### config.mk
export PLATFORM = sky130hd
export DESIGN_NAME = morse_keyer_sched
export DESIGN_NICKNAME = d
export VERILOG_FILES = /design/src/rtl/morse_keyer_sched.sv
export SDC_FILE = /design/constraint.sdc
export NUM_CORES = 1
export LEC_CHECK = 0
export BUFFER_PORTS_ARGS = -buffer_cell sky130_fd_sc_hd__buf_2
export CAP_MARGIN = 40
export CORE_MARGIN = 10
export CORE_UTILIZATION = 54
export DETAILED_ROUTE_END_ITERATION = 8
export PLACE_DENSITY = 0.75
export REMOVE_ABC_BUFFERS = 1
export SLEW_MARGIN = 20
export SYNTH_ARGS = -nofsm -noshare
export SYNTH_HDL_FRONTEND = slang
export SYNTH_SLANG_ARGS = --single-unit
### constraint.sdc
create_clock -name clk -period 2 [get_ports clk]
set_input_delay 0.3 -clock clk [delete_from_list [all_inputs] [get_ports clk]]
set_output_delay 0.3 -clock clk [all_outputs]
set_load 0.1 [all_outputs]
### src/rtl/morse_keyer_sched.sv
// morse_keyer_sched: 4-entry Morse symbol queue feeding a timed keyer.
// Marks key the carrier for 1 or 3 units, with a 1-unit gap after each mark.
// Char and word spaces hold the carrier low for 2 or 6 units.
// flush clears the queue, the FSM and the timers on the next clock edge.
module morse_keyer_sched #(
  parameter int unsigned UNIT_CYCLES = 12000,
  parameter int unsigned FIFO_DEPTH  = 4
) (
  input  logic       clk,
  input  logic       rst_n,
  input  logic       sym_valid,
  input  logic [1:0] sym_code,
  output logic       sym_ready,
  input  logic       flush,
  output logic       key_out,
  output logic       dot_stb,
  output logic       dash_stb,
  output logic       char_stb,
  output logic       word_stb,
  output logic       busy,
  output logic [2:0] fifo_count
);

  typedef enum logic [1:0] {
    ST_IDLE = 2'd0,
    ST_MARK = 2'd1,
    ST_GAP  = 2'd2
  } state_t;

  localparam logic [15:0] UNIT_LD = 16'(UNIT_CYCLES);
  localparam logic [2:0]  DEPTH   = 3'(FIFO_DEPTH);

  state_t      r_state;
  logic [1:0]  r_fifo [0:3];
  logic [1:0]  r_wr_ptr;
  logic [1:0]  r_rd_ptr;
  logic [2:0]  r_count;
  logic [15:0] r_cyc;
  logic [2:0]  r_units;
  logic        r_key;
  logic        r_dot_stb;
  logic        r_dash_stb;
  logic        r_char_stb;
  logic        r_word_stb;

  state_t      w_next_state;
  logic [15:0] w_cyc_nxt;
  logic [2:0]  w_units_nxt;
  logic        w_ready;
  logic        w_push;
  logic        w_pop;
  logic [1:0]  w_head;

  assign w_ready = (r_count < DEPTH);
  assign w_push  = sym_valid & w_ready & ~flush;
  assign w_head  = r_fifo[r_rd_ptr];

  // Next-state, pop decision and unit/cycle timer update.
  always_comb begin
    w_next_state = r_state;
    w_cyc_nxt    = r_cyc;
    w_units_nxt  = r_units;
    w_pop        = 1'b0;
    if (flush) begin
      w_next_state = ST_IDLE;
      w_cyc_nxt    = 16'd0;
      w_units_nxt  = 3'd0;
    end else begin
      case (r_state)
        ST_IDLE: begin
          if (r_count != 3'd0) begin
            w_pop     = 1'b1;
            w_cyc_nxt = UNIT_LD;
            case (w_head)
              2'b00:   begin w_next_state = ST_MARK; w_units_nxt = 3'd1; end
              2'b01:   begin w_next_state = ST_MARK; w_units_nxt = 3'd3; end
              2'b10:   begin w_next_state = ST_GAP;  w_units_nxt = 3'd2; end
              2'b11:   begin w_next_state = ST_GAP;  w_units_nxt = 3'd6; end
              default: begin w_next_state = ST_IDLE; w_units_nxt = 3'd0; end
            endcase
          end else begin
            w_next_state = ST_IDLE;
          end
        end
        ST_MARK, ST_GAP: begin
          if (r_cyc == 16'd1) begin
            if (r_units == 3'd1) begin
              if (r_state == ST_MARK) begin
                // Every mark is followed by a one-unit inter-element gap.
                w_next_state = ST_GAP;
                w_cyc_nxt    = UNIT_LD;
                w_units_nxt  = 3'd1;
              end else begin
                w_next_state = ST_IDLE;
                w_cyc_nxt    = 16'd0;
                w_units_nxt  = 3'd0;
              end
            end else begin
              w_units_nxt = r_units - 3'd1;
              w_cyc_nxt   = UNIT_LD;
            end
          end else begin
            w_cyc_nxt = r_cyc - 16'd1;
          end
        end
        default: begin
          w_next_state = ST_IDLE;
          w_cyc_nxt    = 16'd0;
          w_units_nxt  = 3'd0;
        end
      endcase
    end
  end

  // FSM state and timer registers.
  always_ff @(posedge clk or negedge rst_n) begin
    if (!rst_n) begin
      r_state <= ST_IDLE;
      r_cyc   <= 16'd0;
      r_units <= 3'd0;
    end else begin
      r_state <= w_next_state;
      r_cyc   <= w_cyc_nxt;
      r_units <= w_units_nxt;
    end
  end

  // Queue pointers and occupancy; flush empties the queue outright.
  always_ff @(posedge clk or negedge rst_n) begin
    if (!rst_n) begin
      r_wr_ptr <= 2'd0;
      r_rd_ptr <= 2'd0;
      r_count  <= 3'd0;
    end else if (flush) begin
      r_wr_ptr <= 2'd0;
      r_rd_ptr <= 2'd0;
      r_count  <= 3'd0;
    end else begin
      if (w_push) begin
        r_wr_ptr <= r_wr_ptr + 2'd1;
      end
      if (w_pop) begin
        r_rd_ptr <= r_rd_ptr + 2'd1;
      end
      case ({w_push, w_pop})
        2'b10:   r_count <= r_count + 3'd1;
        2'b01:   r_count <= r_count - 3'd1;
        default: r_count <= r_count;
      endcase
    end
  end

  // Queue storage, written at the tail on each accepted push.
  always_ff @(posedge clk or negedge rst_n) begin
    if (!rst_n) begin
      for (int i = 0; i < 4; i++) begin
        r_fifo[i] <= 2'b00;
      end
    end else if (w_push) begin
      r_fifo[r_wr_ptr] <= sym_code;
    end
  end

  // Registered key and strobes: strobes mark the first cycle of MARK/GAP.
  always_ff @(posedge clk or negedge rst_n) begin
    if (!rst_n) begin
      r_key      <= 1'b0;
      r_dot_stb  <= 1'b0;
      r_dash_stb <= 1'b0;
      r_char_stb <= 1'b0;
      r_word_stb <= 1'b0;
    end else begin
      r_key      <= (w_next_state == ST_MARK);
      r_dot_stb  <= w_pop & (w_head == 2'b00);
      r_dash_stb <= w_pop & (w_head == 2'b01);
      r_char_stb <= w_pop & (w_head == 2'b10);
      r_word_stb <= w_pop & (w_head == 2'b11);
    end
  end

  assign sym_ready  = w_ready;
  assign key_out    = r_key;
  assign dot_stb    = r_dot_stb;
  assign dash_stb   = r_dash_stb;
  assign char_stb   = r_char_stb;
  assign word_stb   = r_word_stb;
  assign busy       = (r_state != ST_IDLE) | (r_count != 3'd0);
  assign fifo_count = r_count;

endmodule

==> impl_metrics.py, run 1 <==
metrics = {
    "die": {
        "die_area_sq_um": 7217,
        "placementRows": 23,
        "coreArea_sq_um": 4029,
        "initial_core_util": 0.5655,
        "io-pin-count": 16,
        "fp.dieH_um": 84.96,
        "die_x_um": 84.96,
    },
    "yosys": {
        "synth_cell_types": 49,
        "yosys.area.top_type": "dfrtp_1",
        "synth-seq-cells": 41,
        "ys_seq_area_frac": 0.4503,
        "async_flop_share": 1.000,
        "ys.warnings.count": 0,
        "synth_edf_count": 0,
        "synth_top_area_share": 0.4503,
        "synthFlopType": "dfrtp_1",
        "syn_area_sq_um": 2278,
        "syn_area_per_cell_sq_um": 10.26,
        "synth_area_leaders": "dfrtp_1 45%, ha_1 6.0%, nor2_1 4.3%",
        "synth_cells": 222,
    },
    "critical_path": {
        "critPathCaptureType": "flip-flop",
        "r2r_start": "r_state[1]",
        "r2r_cells": 9,
        "rr_endpoint": "r_cyc[8]",
        "arrival_ps": 2130,
        "regToRegSetupSlack_ps": 50,
        "crit_required_ps": 2180,
        "critPathMaxFanout": 5,
        "crit_type": "reg2reg",
        "cp-start-kind": "flip-flop",
    },
    "routing": {
        "firstDrtPassIters": 4,
        "drc": 0,
        "wl_per_cell_um": 15.76,
        "drtIter0Drc": 167,
        "wirelength_um": 4885,
        "viasPerCell": 5.874,
        "num_vias": 1821,
        "ant_nets": 0,
    },
    "sta": {
        "fin_worst_skew_ps": 8.420,
        "tightest_slew_ps": 510.0,
        "finalSetupViolations": 0,
        "slew_violations": 0,
        "slew_headroom": 0.6600,
        "final_hold_viol_count": 0,
        "fin_setup_tns_ps": 0,
        "fmax_mhz": 513.6,
        "period_share": 0.9734,
        "min_period_ps": 1947,
        "rsz0062_at_grt": "true",
    },
    "job": {
        "maxCapViolations": 0,
    },
    "cts": {
        "cts_tree": "done",
        "clock_latency_ps": 290,
        "clkSinkCount": 41,
        "h-tree-depth": 2,
        "clockBufferDepth": 2,
        "clkTransAtPathRegs_ps": 80,
        "cts_root_buffer": "clkbuf_8",
        "cts_hold_buf": 0,
        "cts_buffers": 5,
    },
    "final_layout": {
        "synthToLayoutAreaGrowth_pct": 18.51,
        "fillers": 312,
        "antenna_cells": 0,
        "drive_gt1_frac": 0.2615,
        "nets": 278,
    },
    "placement": {
        "portBuffers": 15,
        "place_congestion": 0.9144,
        "hpwl_um": 3579,
    },
    "global_routing": {
        "grt_overflow": 0,
        "grtUsageTotal": 0.1356,
        "grt_max_degree": 42,
        "antenna_found_initial": 0,
        "grt_first_pass_wirelength_um": 8328,
        "first_global_vias": 1809,
    },
    "hold_path": {
        "hp-class": "in2async",
    },
    "run_status": {
        "status": "finished, final reports clean",
    },
}
cells in the final DEF, fill, tap and decap left out, types with 3 or more instances in the layout:
master,synthesis,final
mux2_2,8,8
xor2_1,5,5
nand2b_1,3,3
a22o_1,3,3
xnor2_1,8,8
buf_2,2,14
a21oi_1,4,4
nand3_1,11,11
inv_1,11,10
dfrtp_1,41,41
nor3_1,9,8
nor2b_1,3,3
ha_1,11,11
clkbuf_8,0,5
nand2_1,16,16
o31ai_1,3,3
nand4_1,3,3
o21ai_0,8,6
nor2_1,26,26
buf_4,0,20
a221o_1,3,3
o311ai_0,3,3
and3_1,5,5
cells by family (layout without fill, tap and decap cells):
group                    after synthesis  in the layout  share of synthesized area
flip-flops                            41             41                     0.4503
XOR/XNOR                              13             13                    0.04997
buffers and inverters                 17             55                    0.02910
AO/OA/AOI/OAI                         37             37                     0.1296
multiplexers                          12             12                    0.06809
adder cells (fa/ha/maj)               12             12                    0.06919
AND/OR/NAND/NOR                       90             90                     0.2037
routing by layer:
metal	part of all wire	global-route usage	up-vias
met5	0	0	-
met4	0.017	0.04790	0
met3	0.039	0.02868	12
met2	0.47	0.2153	40
met1	0.47	0.1770	894
li1	-	-	875
critical path, stage by stage, from the launching register on:
cell and delay [ps]:
dfrtp_1 400, inv_2 60, ha_1 140, or4b_4 520, buf_6 150, nor2_4 150
buf_6 140, nor3_1 50, xnor2_1 170, nor2_1 50
how the worst max path moves through the flow:
stage	from	to	slack, ps	cells after the start
after global routing	r_state[1]	r_cyc[11]	-30	7
final	r_state[1]	r_cyc[8]	50	9
after global placement	r_state[1]	r_cyc[11]	70	6
after detailed placement	r_state[1]	r_cyc[5]	20	6
after floorplan	fifo_count[0]	r_cyc[10]	-900	4
after CTS	r_state[1]	r_cyc[4]	50	9
sequential cells by signal, summed over array words and instances, names as in the netlist, 2 cells and up:
name	cells
r_cyc	16
r_fifo	8
r_units	3
r_rd_ptr	2
r_wr_ptr	2
fifo_count	3
r_state	2
final cells by class:
cell class / instances / area, sq um / share of cell area
clock inverter: 2 / 35.03 / 0.01297
tap: 50 / 62.56 / 0.02317
multi-input combinational: 164 / 1204 / 0.4458
inverter: 11 / 41.29 / 0.01529
clock buffer: 5 / 68.82 / 0.02549
timing repair buffer: 37 / 262.8 / 0.09731
sequential: 41 / 1026 / 0.3800
Yosys cell counts (all sizes together) (4+ instances only):
cell type / number
ha: 11
xnor2: 8
dfrtp: 41
and3: 6
nand3: 11
mux2: 8
a21oi: 4
nor3: 10
nor2: 27
o31ai: 4
nand2: 17
inv: 11
o21ai: 8
xor2: 5
clkbuf: 4
through the flow:
| stage | worst slack [ps] | instance area, sq um | instances | hold WS, ps | util |
|---|---|---|---|---|---|
| 4_1_cts | 54.41 | 2671 | 309 | 79.21 | 0.6630 |
| 6_report | 53.15 | 2700 | 310 | 67.25 | 0.6702 |
| 2_1_floorplan | -896.9 | 2253 | 216 | 4.409 | - |
| 3_3_place_gp | 73.68 | 2549 | 302 | 389.0 | 0.6326 |
| 5_1_grt | -30.56 | 2700 | 310 | 112.5 | 0.6702 |
| 3_5_place_dp | 24.94 | 2549 | 302 | 392.8 | 0.6326 |
what timing repair did:
item	in CTS	in global routing
setup buffers	1	1
pin swaps	0	2
setup endpoints to repair	1	18
gates resized for setup	5	7
Power of run 1 is left out: the tool's default activity adds up to more than one toggle a clock period on the data nets, which glitch-free logic cannot reach.
==> run 2, diff against run 1 <==
Settings changed: CORE_UTILIZATION 54 to 60, PLACE_DENSITY 0.75 to 0.79, RECOVER_POWER set to 50.
Clock period 2 ns to 1.95 ns, I/O delays scaled along.
==> run 2 against run 1 <==
The run now ends with setup timing left. Register-to-register slack got worse by 60 ps. Final area rose by 4.6%. Worst setup slack lost 95 ps. Non-clock buffer count up 8. Global-route usage is 3.0 points higher.
==> impl_metrics.py, run 2 (synthesis results as in run 1) <==
metrics = {
    "run_status": {
        "status": "finished, violations left",
        "failed_checks": "setup timing",
    },
    "placement": {
        "placed_area_sq_um": 2581,
        "hpwl_um": 3735,
        "portBuffers": 15,
        "place_congestion": 0.9309,
    },
    "critical_path": {
        "arrival_ps": 1700,
        "regToRegSetupSlack_ps": -10,
        "critPathMaxFanout": 3,
        "r2r_cells": 9,
        "critPathCaptureType": "primary output",
        "r2r_start": "r_state[0]",
        "crit_path_end": "busy",
        "rr_endpoint": "r_cyc[15]",
        "cp-start-kind": "flip-flop",
        "crit_start": "r_state[0]",
        "crit_type": "reg2out",
        "crit_required_ps": 1660,
    },
    "sta": {
        "tightest_slew_ps": 836.1,
        "layout_setup_ws_ps": -41.42,
        "rsz0062_at_grt": "true",
        "fin_worst_skew_ps": 7.874,
        "min_period_ps": 1991,
        "final_hold_viol_count": 0,
        "slew_violations": 0,
        "period_share": 1.021,
        "fmax_mhz": 502.2,
        "finalSetupViolations": 2,
        "slew_headroom": 0.4426,
    },
    "die": {
        "fp.dieH_um": 81.62,
        "placementRows": 22,
        "coreArea_sq_um": 3661,
        "io-pin-count": 16,
        "die_x_um": 81.62,
        "initial_core_util": 0.6224,
        "die_area_sq_um": 6662,
    },
    "routing": {
        "num_vias": 1903,
        "wirelength_um": 5521,
        "firstDrtPassIters": 5,
        "ant_nets": 0,
        "drc": 0,
        "wl_per_cell_um": 17.42,
        "viasPerCell": 6.003,
        "drtIter0Drc": 186,
    },
    "final_layout": {
        "largest_reg_flops": 16,
        "top_regs": "r_cyc (16), r_fifo (8)",
        "drive_gt1_frac": 0.2937,
        "final_cell_mix": "41 x dfrtp_1, 24 x nor2_1, 24 x buf_4",
        "antenna_cells": 0,
        "top_register": "r_cyc",
        "nets": 286,
        "final_cell_area_sq_um": 2824,
        "final_common_cell": "dfrtp_1",
        "synthToLayoutAreaGrowth_pct": 23.94,
    },
    "cts": {
        "clkSinkCount": 41,
        "clockBufferDepth": 2,
        "cts_root_buffer": "clkbuf_8",
        "clkTransAtPathRegs_ps": 80,
        "clock_latency_ps": 300,
        "h-tree-depth": 2,
        "cts_buffers": 5,
        "cts_tree": "done",
    },
    "global_routing": {
        "grt_overflow": 0,
        "grt_max_degree": 27,
        "first_global_vias": 1854,
        "grt_first_pass_wirelength_um": 8680,
        "antenna_found_initial": 0,
        "grtUsageTotal": 0.1659,
    },
    "hold_path": {
        "min_path_cells": 2,
        "hp-class": "in2reg",
    },
    "job": {
        "maxCapViolations": 0,
    },
}
==> run 2: what timing repair did <==
action	4_1_cts	5_1_grt
setup endpoints to repair	9	23
hold endpoints to repair	15	0
gates resized for setup	11	11
hold buffers	1	0
pin swaps	2	3
setup buffers	5	0
==> run 2: worst min path at each step <==
stage	from	end	slack, ps
floorplan	rst_n	char_stb	-3
global placement	rst_n	r_cyc[3]	220
detailed placement	rst_n	r_cyc[3]	220
CTS	sym_code[0]	r_fifo[0]	260
global route	sym_code[0]	r_fifo[0]	270
finish	sym_code[0]	r_fifo[0]	260
==> run 2: per-layer routing <==
layer,GRT usage,vias to the layer above,routed length [um]
li1,-,891,-
met4,0.06463,0,92
met5,0,-,0
met2,0.2567,77,2647
met1,0.2235,925,2456
met3,0.03384,10,325
==> run 2: through the flow <==
| stage | cells | TNS (ps) | setup slack [ps] | utilization | hold slack (ps) |
|---|---|---|---|---|---|
| after floorplan | 216 | -17990 | -946.9 | - | -3.091 |
| after global placement | 303 | 0 | 33.36 | 0.7051 | 222.1 |
| after detailed placement | 303 | -126.9 | -64.85 | 0.7051 | 219.2 |
| after CTS | 317 | -38.47 | -23.29 | 0.7614 | 259.3 |
| after global routing | 317 | -518.5 | -98.94 | 0.7714 | 269.8 |
| final | 317 | -50.70 | -41.42 | 0.7714 | 264.2 |
==> run 2: critical path, cell delays in order, from the launching register on <==
cell	delay, ps
dfrtp_1	400
inv_2	80
ha_4	140
or4b_4	480
buf_6	150
buf_12	150
==> run 2: cell type report <==
cell class | count | area, sq um
Inverter | 11 | 41.29
Clock buffer | 6 | 82.58
Fill cell | 232 | 837.1
Timing Repair Buffer | 45 | 337.8
Multi-Input combinational cell | 164 | 1239
Sequential cell | 41 | 1026
Tap cell | 48 | 60.06
Clock inverter | 2 | 37.54
Power of run 2 is left out for the same reason.
